File: config.mk
export PLATFORM = sky130hd
export DESIGN_NAME = ex_issue_stage_flat
export DESIGN_NICKNAME = d
export VERILOG_FILES = /design/src/rtl/ex_issue_if.sv /design/src/rtl/ex_issue_stage.sv /design/src/flat_wrapper.sv
export SDC_FILE = /design/constraint.sdc
export NUM_CORES = 1
export LEC_CHECK = 0
export BUFFER_PORTS_ARGS = -buffer_cell sky130_fd_sc_hd__buf_2
export CAP_MARGIN = 10
export CORE_UTILIZATION = 35
export CTS_BUF_LIST = sky130_fd_sc_hd__clkbuf_16
export CTS_CLUSTER_DIAMETER = 150
export DETAILED_ROUTE_END_ITERATION = 7
export GPL_ROUTABILITY_DRIVEN = 0
export PLACE_DENSITY = 0.57
export SYNTH_ARGS = -nofsm -noshare
export SYNTH_HDL_FRONTEND = slang
export SYNTH_SLANG_ARGS = --single-unit
File: constraint.sdc
create_clock -name clk -period 7.85 [get_ports clk]
set_input_delay 0.3925 -clock clk [delete_from_list [all_inputs] [get_ports clk]]
set_output_delay 0.3925 -clock clk [all_outputs]
set_load 0.02 [all_outputs]
File: src/rtl/ex_issue_if.sv
// ex_issue_if: ID/EX issue bundle between decode, forwarding sources and the execute ALU
interface ex_issue_if #(
    parameter int XLEN   = 32,
    parameter int REG_AW = 5
);
    logic              id_valid;
    logic [XLEN-1:0]   id_pc;
    logic [XLEN-1:0]   id_rs_val;
    logic [XLEN-1:0]   id_rt_val;
    logic [XLEN-1:0]   id_imm;
    logic [REG_AW-1:0] id_rs;
    logic [REG_AW-1:0] id_rt;
    logic [REG_AW-1:0] id_rd;
    logic [4:0]        id_shamt;
    logic [5:0]        id_funct;
    logic [2:0]        id_alu_op;
    logic              id_use_imm;
    logic              id_reg_write;
    logic              id_trap_en;
    logic              stall;
    logic              flush;
    logic              mem_reg_write;
    logic [REG_AW-1:0] mem_rd;
    logic [XLEN-1:0]   mem_result;
    logic              wb_reg_write;
    logic [REG_AW-1:0] wb_rd;
    logic [XLEN-1:0]   wb_result;
    logic              alu_zero;
    logic              alu_overflow;
    logic [XLEN-1:0]   alu_data1;
    logic [XLEN-1:0]   alu_data2;
    logic [3:0]        alu_ctrl;
    logic [4:0]        alu_shamt;
    logic              ex_valid;
    logic [REG_AW-1:0] ex_rd;
    logic              ex_reg_write;
    logic              ex_zero;
    logic              illegal_op;
    logic              ovf_trap;
    logic [XLEN-1:0]   epc;

    modport master (
        output id_valid, id_pc, id_rs_val, id_rt_val, id_imm, id_rs, id_rt, id_rd,
               id_shamt, id_funct, id_alu_op, id_use_imm, id_reg_write, id_trap_en,
               stall, flush, mem_reg_write, mem_rd, mem_result,
               wb_reg_write, wb_rd, wb_result, alu_zero, alu_overflow,
        input  alu_data1, alu_data2, alu_ctrl, alu_shamt, ex_valid, ex_rd,
               ex_reg_write, ex_zero, illegal_op, ovf_trap, epc
    );

    modport slave (
        input  id_valid, id_pc, id_rs_val, id_rt_val, id_imm, id_rs, id_rt, id_rd,
               id_shamt, id_funct, id_alu_op, id_use_imm, id_reg_write, id_trap_en,
               stall, flush, mem_reg_write, mem_rd, mem_result,
               wb_reg_write, wb_rd, wb_result, alu_zero, alu_overflow,
        output alu_data1, alu_data2, alu_ctrl, alu_shamt, ex_valid, ex_rd,
               ex_reg_write, ex_zero, illegal_op, ovf_trap, epc
    );
endinterface

File: src/rtl/ex_issue_stage.sv
// ex_issue_stage: ID/EX register, ALU control decode, operand forwarding and overflow trap
module ex_issue_stage #(
    parameter int XLEN   = 32,
    parameter int REG_AW = 5
) (
    input logic       clk,
    input logic       rst,
    ex_issue_if.slave bus
);
    localparam logic [3:0] C_AND = 4'b0000;
    localparam logic [3:0] C_OR  = 4'b0001;
    localparam logic [3:0] C_ADD = 4'b0010;
    localparam logic [3:0] C_SLL = 4'b0011;
    localparam logic [3:0] C_SRL = 4'b0101;
    localparam logic [3:0] C_SUB = 4'b0110;
    localparam logic [3:0] C_SLT = 4'b0111;
    localparam logic [3:0] C_NOR = 4'b1100;
    localparam logic [3:0] C_BAD = 4'b1111;

    logic              v;
    logic [XLEN-1:0]   pc;
    logic [XLEN-1:0]   rs_val;
    logic [XLEN-1:0]   rt_val;
    logic [XLEN-1:0]   imm;
    logic [REG_AW-1:0] rs;
    logic [REG_AW-1:0] rt;
    logic [REG_AW-1:0] rd;
    logic [4:0]        shamt;
    logic [5:0]        funct;
    logic [2:0]        alu_op;
    logic              use_imm;
    logic              reg_write;
    logic              trap_en;
    logic              trap_done;
    logic              ovf_trap;
    logic [XLEN-1:0]   epc;

    logic [3:0]        rctrl;
    logic [3:0]        ctrl;
    logic [XLEN-1:0]   fwd_rs;
    logic [XLEN-1:0]   fwd_rt;
    logic              illegal;
    logic              arith_ovf;
    logic              trap_fire;

    // ID/EX pipeline register: flush kills, stall holds (and remembers a fired trap), otherwise load
    always_ff @(posedge clk or posedge rst) begin
        if (rst) begin
            v         <= 1'b0;
            pc        <= '0;
            rs_val    <= '0;
            rt_val    <= '0;
            imm       <= '0;
            rs        <= '0;
            rt        <= '0;
            rd        <= '0;
            shamt     <= '0;
            funct     <= '0;
            alu_op    <= '0;
            use_imm   <= 1'b0;
            reg_write <= 1'b0;
            trap_en   <= 1'b0;
            trap_done <= 1'b0;
        end else if (bus.flush) begin
            v         <= 1'b0;
            trap_done <= 1'b0;
        end else if (!bus.stall) begin
            v         <= bus.id_valid;
            pc        <= bus.id_pc;
            rs_val    <= bus.id_rs_val;
            rt_val    <= bus.id_rt_val;
            imm       <= bus.id_imm;
            rs        <= bus.id_rs;
            rt        <= bus.id_rt;
            rd        <= bus.id_rd;
            shamt     <= bus.id_shamt;
            funct     <= bus.id_funct;
            alu_op    <= bus.id_alu_op;
            use_imm   <= bus.id_use_imm;
            reg_write <= bus.id_reg_write;
            trap_en   <= bus.id_trap_en;
            trap_done <= 1'b0;
        end else begin
            trap_done <= trap_done | trap_fire;
        end
    end

    // Overflow trap: one-cycle pulse after the overflowing EX cycle, epc latches the faulting PC
    always_ff @(posedge clk or posedge rst) begin
        if (rst) begin
            ovf_trap <= 1'b0;
            epc      <= '0;
        end else begin
            ovf_trap <= trap_fire;
            if (trap_fire) epc <= pc;
        end
    end

    // R-type funct decode into the ALU control code
    always_comb begin
        rctrl = C_BAD;
        case (funct)
            6'b100000: rctrl = C_ADD;
            6'b100010: rctrl = C_SUB;
            6'b100100: rctrl = C_AND;
            6'b100101: rctrl = C_OR;
            6'b100111: rctrl = C_NOR;
            6'b101010: rctrl = C_SLT;
            6'b000000: rctrl = C_SLL;
            6'b000010: rctrl = C_SRL;
            default:   rctrl = C_BAD;
        endcase
    end

    // ALU op class decode; R-type defers to funct, unused classes are illegal
    always_comb begin
        ctrl = alu_op == 3'b000 ? C_ADD :
               alu_op == 3'b001 ? C_SUB :
               alu_op == 3'b010 ? rctrl :
               alu_op == 3'b011 ? C_AND :
               alu_op == 3'b100 ? C_OR  :
               alu_op == 3'b101 ? C_SLT : C_BAD;
    end

    // Operand forwarding: EX/MEM beats MEM/WB, r0 always reads the registered value
    always_comb begin
        fwd_rs = (rs != '0 && bus.mem_reg_write && bus.mem_rd == rs) ? bus.mem_result :
                 (rs != '0 && bus.wb_reg_write && bus.wb_rd == rs)   ? bus.wb_result  : rs_val;
        fwd_rt = (rt != '0 && bus.mem_reg_write && bus.mem_rd == rt) ? bus.mem_result :
                 (rt != '0 && bus.wb_reg_write && bus.wb_rd == rt)   ? bus.wb_result  : rt_val;
    end

    // Operand routing: sll shifts data1 so it takes rt; srl takes rt as data2 regardless of use_imm
    always_comb begin
        bus.alu_data1 = ctrl == C_SLL ? fwd_rt : fwd_rs;
        bus.alu_data2 = (ctrl == C_SLL || ctrl == C_SRL) ? fwd_rt : use_imm ? imm : fwd_rt;
    end

    // Write-back gating and trap qualification from the ALU flags
    always_comb begin
        illegal   = ctrl == C_BAD;
        arith_ovf = trap_en & bus.alu_overflow & (ctrl == C_ADD || ctrl == C_SUB);
        trap_fire = v & arith_ovf & ~trap_done & ~bus.flush;
    end

    assign bus.alu_ctrl     = ctrl;
    assign bus.alu_shamt    = shamt;
    assign bus.ex_valid     = v;
    assign bus.ex_rd        = rd;
    assign bus.ex_reg_write = v & reg_write & ~illegal & ~arith_ovf;
    assign bus.ex_zero      = v & bus.alu_zero;
    assign bus.illegal_op   = v & illegal;
    assign bus.ovf_trap     = ovf_trap;
    assign bus.epc          = epc;
endmodule

File: src/flat_wrapper.sv
// flat-port wrapper written by rule: the top's interface ports become plain ports
module ex_issue_stage_flat 
#(
    parameter int XLEN   = 32,
    parameter int REG_AW = 5
)
  (clk, rst, bus_id_valid, bus_id_pc, bus_id_rs_val, bus_id_rt_val, bus_id_imm, bus_id_rs, bus_id_rt, bus_id_rd, bus_id_shamt, bus_id_funct, bus_id_alu_op, bus_id_use_imm, bus_id_reg_write, bus_id_trap_en, bus_stall, bus_flush, bus_mem_reg_write, bus_mem_rd, bus_mem_result, bus_wb_reg_write, bus_wb_rd, bus_wb_result, bus_alu_zero, bus_alu_overflow, bus_alu_data1, bus_alu_data2, bus_alu_ctrl, bus_alu_shamt, bus_ex_valid, bus_ex_rd, bus_ex_reg_write, bus_ex_zero, bus_illegal_op, bus_ovf_trap, bus_epc);
  ex_issue_if #(.XLEN(XLEN), .REG_AW(REG_AW)) bus_i ();
  input logic clk;
  input logic rst;
  input wire logic [$bits(bus_i.id_valid)-1:0] bus_id_valid;
  input wire logic [$bits(bus_i.id_pc)-1:0] bus_id_pc;
  input wire logic [$bits(bus_i.id_rs_val)-1:0] bus_id_rs_val;
  input wire logic [$bits(bus_i.id_rt_val)-1:0] bus_id_rt_val;
  input wire logic [$bits(bus_i.id_imm)-1:0] bus_id_imm;
  input wire logic [$bits(bus_i.id_rs)-1:0] bus_id_rs;
  input wire logic [$bits(bus_i.id_rt)-1:0] bus_id_rt;
  input wire logic [$bits(bus_i.id_rd)-1:0] bus_id_rd;
  input wire logic [$bits(bus_i.id_shamt)-1:0] bus_id_shamt;
  input wire logic [$bits(bus_i.id_funct)-1:0] bus_id_funct;
  input wire logic [$bits(bus_i.id_alu_op)-1:0] bus_id_alu_op;
  input wire logic [$bits(bus_i.id_use_imm)-1:0] bus_id_use_imm;
  input wire logic [$bits(bus_i.id_reg_write)-1:0] bus_id_reg_write;
  input wire logic [$bits(bus_i.id_trap_en)-1:0] bus_id_trap_en;
  input wire logic [$bits(bus_i.stall)-1:0] bus_stall;
  input wire logic [$bits(bus_i.flush)-1:0] bus_flush;
  input wire logic [$bits(bus_i.mem_reg_write)-1:0] bus_mem_reg_write;
  input wire logic [$bits(bus_i.mem_rd)-1:0] bus_mem_rd;
  input wire logic [$bits(bus_i.mem_result)-1:0] bus_mem_result;
  input wire logic [$bits(bus_i.wb_reg_write)-1:0] bus_wb_reg_write;
  input wire logic [$bits(bus_i.wb_rd)-1:0] bus_wb_rd;
  input wire logic [$bits(bus_i.wb_result)-1:0] bus_wb_result;
  input wire logic [$bits(bus_i.alu_zero)-1:0] bus_alu_zero;
  input wire logic [$bits(bus_i.alu_overflow)-1:0] bus_alu_overflow;
  output wire logic [$bits(bus_i.alu_data1)-1:0] bus_alu_data1;
  output wire logic [$bits(bus_i.alu_data2)-1:0] bus_alu_data2;
  output wire logic [$bits(bus_i.alu_ctrl)-1:0] bus_alu_ctrl;
  output wire logic [$bits(bus_i.alu_shamt)-1:0] bus_alu_shamt;
  output wire logic [$bits(bus_i.ex_valid)-1:0] bus_ex_valid;
  output wire logic [$bits(bus_i.ex_rd)-1:0] bus_ex_rd;
  output wire logic [$bits(bus_i.ex_reg_write)-1:0] bus_ex_reg_write;
  output wire logic [$bits(bus_i.ex_zero)-1:0] bus_ex_zero;
  output wire logic [$bits(bus_i.illegal_op)-1:0] bus_illegal_op;
  output wire logic [$bits(bus_i.ovf_trap)-1:0] bus_ovf_trap;
  output wire logic [$bits(bus_i.epc)-1:0] bus_epc;
  assign bus_i.id_valid = bus_id_valid;
  assign bus_i.id_pc = bus_id_pc;
  assign bus_i.id_rs_val = bus_id_rs_val;
  assign bus_i.id_rt_val = bus_id_rt_val;
  assign bus_i.id_imm = bus_id_imm;
  assign bus_i.id_rs = bus_id_rs;
  assign bus_i.id_rt = bus_id_rt;
  assign bus_i.id_rd = bus_id_rd;
  assign bus_i.id_shamt = bus_id_shamt;
  assign bus_i.id_funct = bus_id_funct;
  assign bus_i.id_alu_op = bus_id_alu_op;
  assign bus_i.id_use_imm = bus_id_use_imm;
  assign bus_i.id_reg_write = bus_id_reg_write;
  assign bus_i.id_trap_en = bus_id_trap_en;
  assign bus_i.stall = bus_stall;
  assign bus_i.flush = bus_flush;
  assign bus_i.mem_reg_write = bus_mem_reg_write;
  assign bus_i.mem_rd = bus_mem_rd;
  assign bus_i.mem_result = bus_mem_result;
  assign bus_i.wb_reg_write = bus_wb_reg_write;
  assign bus_i.wb_rd = bus_wb_rd;
  assign bus_i.wb_result = bus_wb_result;
  assign bus_i.alu_zero = bus_alu_zero;
  assign bus_i.alu_overflow = bus_alu_overflow;
  assign bus_alu_data1 = bus_i.alu_data1;
  assign bus_alu_data2 = bus_i.alu_data2;
  assign bus_alu_ctrl = bus_i.alu_ctrl;
  assign bus_alu_shamt = bus_i.alu_shamt;
  assign bus_ex_valid = bus_i.ex_valid;
  assign bus_ex_rd = bus_i.ex_rd;
  assign bus_ex_reg_write = bus_i.ex_reg_write;
  assign bus_ex_zero = bus_i.ex_zero;
  assign bus_illegal_op = bus_i.illegal_op;
  assign bus_ovf_trap = bus_i.ovf_trap;
  assign bus_epc = bus_i.epc;
  ex_issue_stage #(.XLEN(XLEN), .REG_AW(REG_AW)) u_core (.clk(clk), .rst(rst), .bus(bus_i));
endmodule
==> run_results.csv <==
group,metric,value,unit
final_layout,layout_commonest_cell,"buf_2",
drt,viasPerCell,4.91,
die,initial_core_util,0.360,
cts,cts_max_level,4,
job,maxCapViolations,0,
timing,maxSlewHeadroom,0.321,
timing,fin_tns_setup,0,ns
global_routing,antenna_found_initial,10,
timing,fmax,264,MHz
synth,yosysWarningCount,0,
pwr,p_leak,5.94,nW
place,place_hpwl,20.6,mm
place,placed_cell_area,11900,um^2
final_layout,nNetsFinal,1394,
die,ioPinCount,358,
drt,antenna_left,0,
final_layout,final_cell_mix,"357 x buf_2, 221 x mux2_2, 195 x dfrtp_1",
drt,drt_iter0_markers,322,
global_routing,grt_pass1_wl,43.9,mm
final_layout,areaGrowthSynthToFinish,27.4,%
cts,path_clk_slew,0.08,ns
synth,synth_top_area_cell,"dfrtp_1",
final_layout,layout-drive-gt1-share,0.542,
drt,vias,7560,
cts,post_cts.repair.setup_buffers,0,
synth,synth_area_leaders,"dfrtp_1 50%, mux2_2 25%, mux2i_1 3.4%, nor2_1 2.8%, nand2_1 2.8%",
critical_path,worstPathArrival,3.40,ns
synth,synth_area,9780,um^2
timing,period_share,0.483,
synth,synth.net_count,1061,
drt,routed_wl,28.6,mm
cts,clock_path_buffers,2,
drt,drc,0,
timing,finalHoldViolations,0,
final_layout,final_cell_area,12500,um^2
critical_path,crit_type,"reg -> out",
global_routing,grt_overflow,0,
pwr,swShare,0.336,
synth,synth_cells,818,
synth,synth_seq_cells,195,
synth,synth_edf_count,0,
global_routing,grt_max_degree,131,
min_path,min_path_type,"in -> async",
timing,skew,0.0127,ns
cts,clock_tree.root_cell,"clkbuf_16",
timing,drv_slew,0,
pwr,switching_power,0.998,mW
timing,setup_ws,4.06,ns
drt,drt-wirelength-per-cell,18.6,um
timing,setup_viol,0,
pwr,vdd_ir_drop_max,0.000125,V
timing,fin_crit,3.79,ns
cts,ctsHoldBuffers,0,
cts,cts_resized,0,
drt,drtPass1Iterations,4,
synth,synth_top_area_frac,0.499,
outcome,outcome,"complete, no violations",
die,coreArea,27200,um^2
synth,synth_cell_types,38,
place,pre_cts_ws,4.47,ns
global_routing,grt_use_total,0.200,
place,io_buffers,357,
die,die_y,169,um
timing,rsz0062_at_grt,"no",
pwr,combPwrFrac,0.279,
cts,clk_latency,0.43,ns
pwr,power_density,238,nW/um^2
die,dieWidth,169,um
critical_path,cp_max_fo,20,
global_routing,grt_pass1_vias,7527,
synth,yosysSeqAreaShare,0.499,
pwr,p_int,1.97,mW
final_layout,final_core_util,0.458,
cts,cts_tree,"yes",
critical_path,crit_path_end_kind,"output port",
critical_path,required,7.46,ns
critical_path,startpoint_type,"flip-flop",
cts,cts_buffers,17,
pwr,p_seq_frac,0.423,
pwr,p_clk_frac,0.298,
synth,synth_flop_cell,"dfrtp_1",
synth,ys_async_sr_fraction,1.00,
synth,avgSynthCellArea,12.0,um^2
cts,cts.sinks,195,
die,num_rows,60,
timing,tightest_slew,1.02,ns
die,fp.dieArea,28600,um^2
-- cells by family (layout without fill, tap and decap cells) --
logic type      after synthesis  count (layout)  synth area share
other cells                   0               4                 0
mux                         254             254             0.288
compound gates              117             117            0.0867
flops                       195             195             0.499
buf+inv                      60             405            0.0311
xor+xnor                     22              22            0.0197
simple gates                170             170            0.0752
-- registers in the layout (all words and copies together), names as in the netlist --
name and flops:
u_core.bus.epc 32, u_core.imm 32, u_core.pc 32, u_core.rs_val 32
u_core.rt_val 32, u_core.funct 6, u_core.bus.alu_shamt 5, u_core.bus.ex_rd 5
u_core.rs 5, u_core.rt 5, u_core.alu_op 3, u_core.bus.ex_valid 1
u_core.bus.ovf_trap 1, u_core.reg_write 1, u_core.trap_done 1, u_core.trap_en 1
u_core.use_imm 1
-- cell type report --
cell class / count / area [um^2]
clock buffer: 17 / 425
antenna: 4 / 10.0
tap: 372 / 465
inverter: 5 / 26.3
timing repair buffer: 369 / 1880
multi-input combinational: 563 / 4610
sequential: 195 / 4880
fill: 2669 / 14700
clock inverter: 14 / 166
-- per-layer routing --
| layer | up-vias | part of all wire | track usage |
|---|---|---|---|
| met3 | 32 | 0.085 | 0.0707 |
| li1 | 3598 | - | - |
| met5 | - | 0.0022 | 0 |
| met1 | 3666 | 0.43 | 0.248 |
| met2 | 254 | 0.47 | 0.329 |
| met4 | 10 | 0.015 | 0.0505 |
-- worst max-delay path, cell delays in order (launching register included) --
cell     delay (ns)
dfrtp_1        0.53
nand2_1        0.11
xnor2_1        0.14
a311o_1        0.44
o31ai_4        0.76
buf_4          0.45
mux2_2         0.38
buf_2          0.16
-- per-stage QoR --
step / total power [mW] / cells / hold slack (ns)
after floorplan: 1.82 / 818 / 0.459
after CTS: 3.02 / 1535 / 0.153
after global routing: 3.13 / 1536 / 0.161
after global placement: 2.10 / 1504 / 0.483
final: 2.97 / 1539 / 0.166
after detailed placement: 2.11 / 1504 / 0.488
-- path summary, 6_finish.rpt --
kind                                 start                  to  slack (ns)  depth (start not counted)
setup / recovery           u_core.funct[1]   bus_alu_data2[23]        4.06                          7
hold / removal                         rst       u_core.pc[11]        0.17                          2
setup reg to reg           u_core.funct[2]  u_core.bus.epc[21]        5.57                          7
hold reg to reg              u_core.pc[27]       u_core.pc[27]        0.50                          1
max in group asynchronous              rst   u_core.rs_val[22]        6.25                          3
min in group clk           bus_id_funct[4]     u_core.funct[4]        0.17                          3
-- power groups by stage --
stage          Combinational [mW]  Sequential [mW]  Clock [mW]
3_5_place_dp                0.836             1.28           0
5_1_grt                     0.898             1.28       0.954
2_1_floorplan               0.522             1.30           0
3_3_place_gp                0.829             1.27           0
4_1_cts                     0.840             1.26       0.920
6_report                    0.828             1.26       0.885
-- cell usage after synthesis (2+ instances only) --
| cell | number |
|---|---|
| nor2_1 | 73 |
| xor2_1 | 10 |
| mux2i_1 | 33 |
| and2_1 | 3 |
| a21oi_1 | 7 |
| nor3b_1 | 2 |
| inv_1 | 5 |
| buf_4 | 2 |
| a31oi_1 | 32 |
| clkbuf_1 | 22 |
| buf_6 | 6 |
| nor2b_1 | 2 |
| buf_1 | 4 |
| o21a_1 | 3 |
| nand4_1 | 3 |
| dfrtp_1 | 195 |
| xnor2_1 | 12 |
| or4_1 | 4 |
| nor3_1 | 3 |
| buf_2 | 21 |
| o21ai_0 | 5 |
| a21o_1 | 32 |
| nand2_1 | 72 |
| mux2_2 | 221 |
| a211oi_1 | 32 |
| nor4_4 | 2 |
Note: power is estimated with default switching activity, not from simulation.
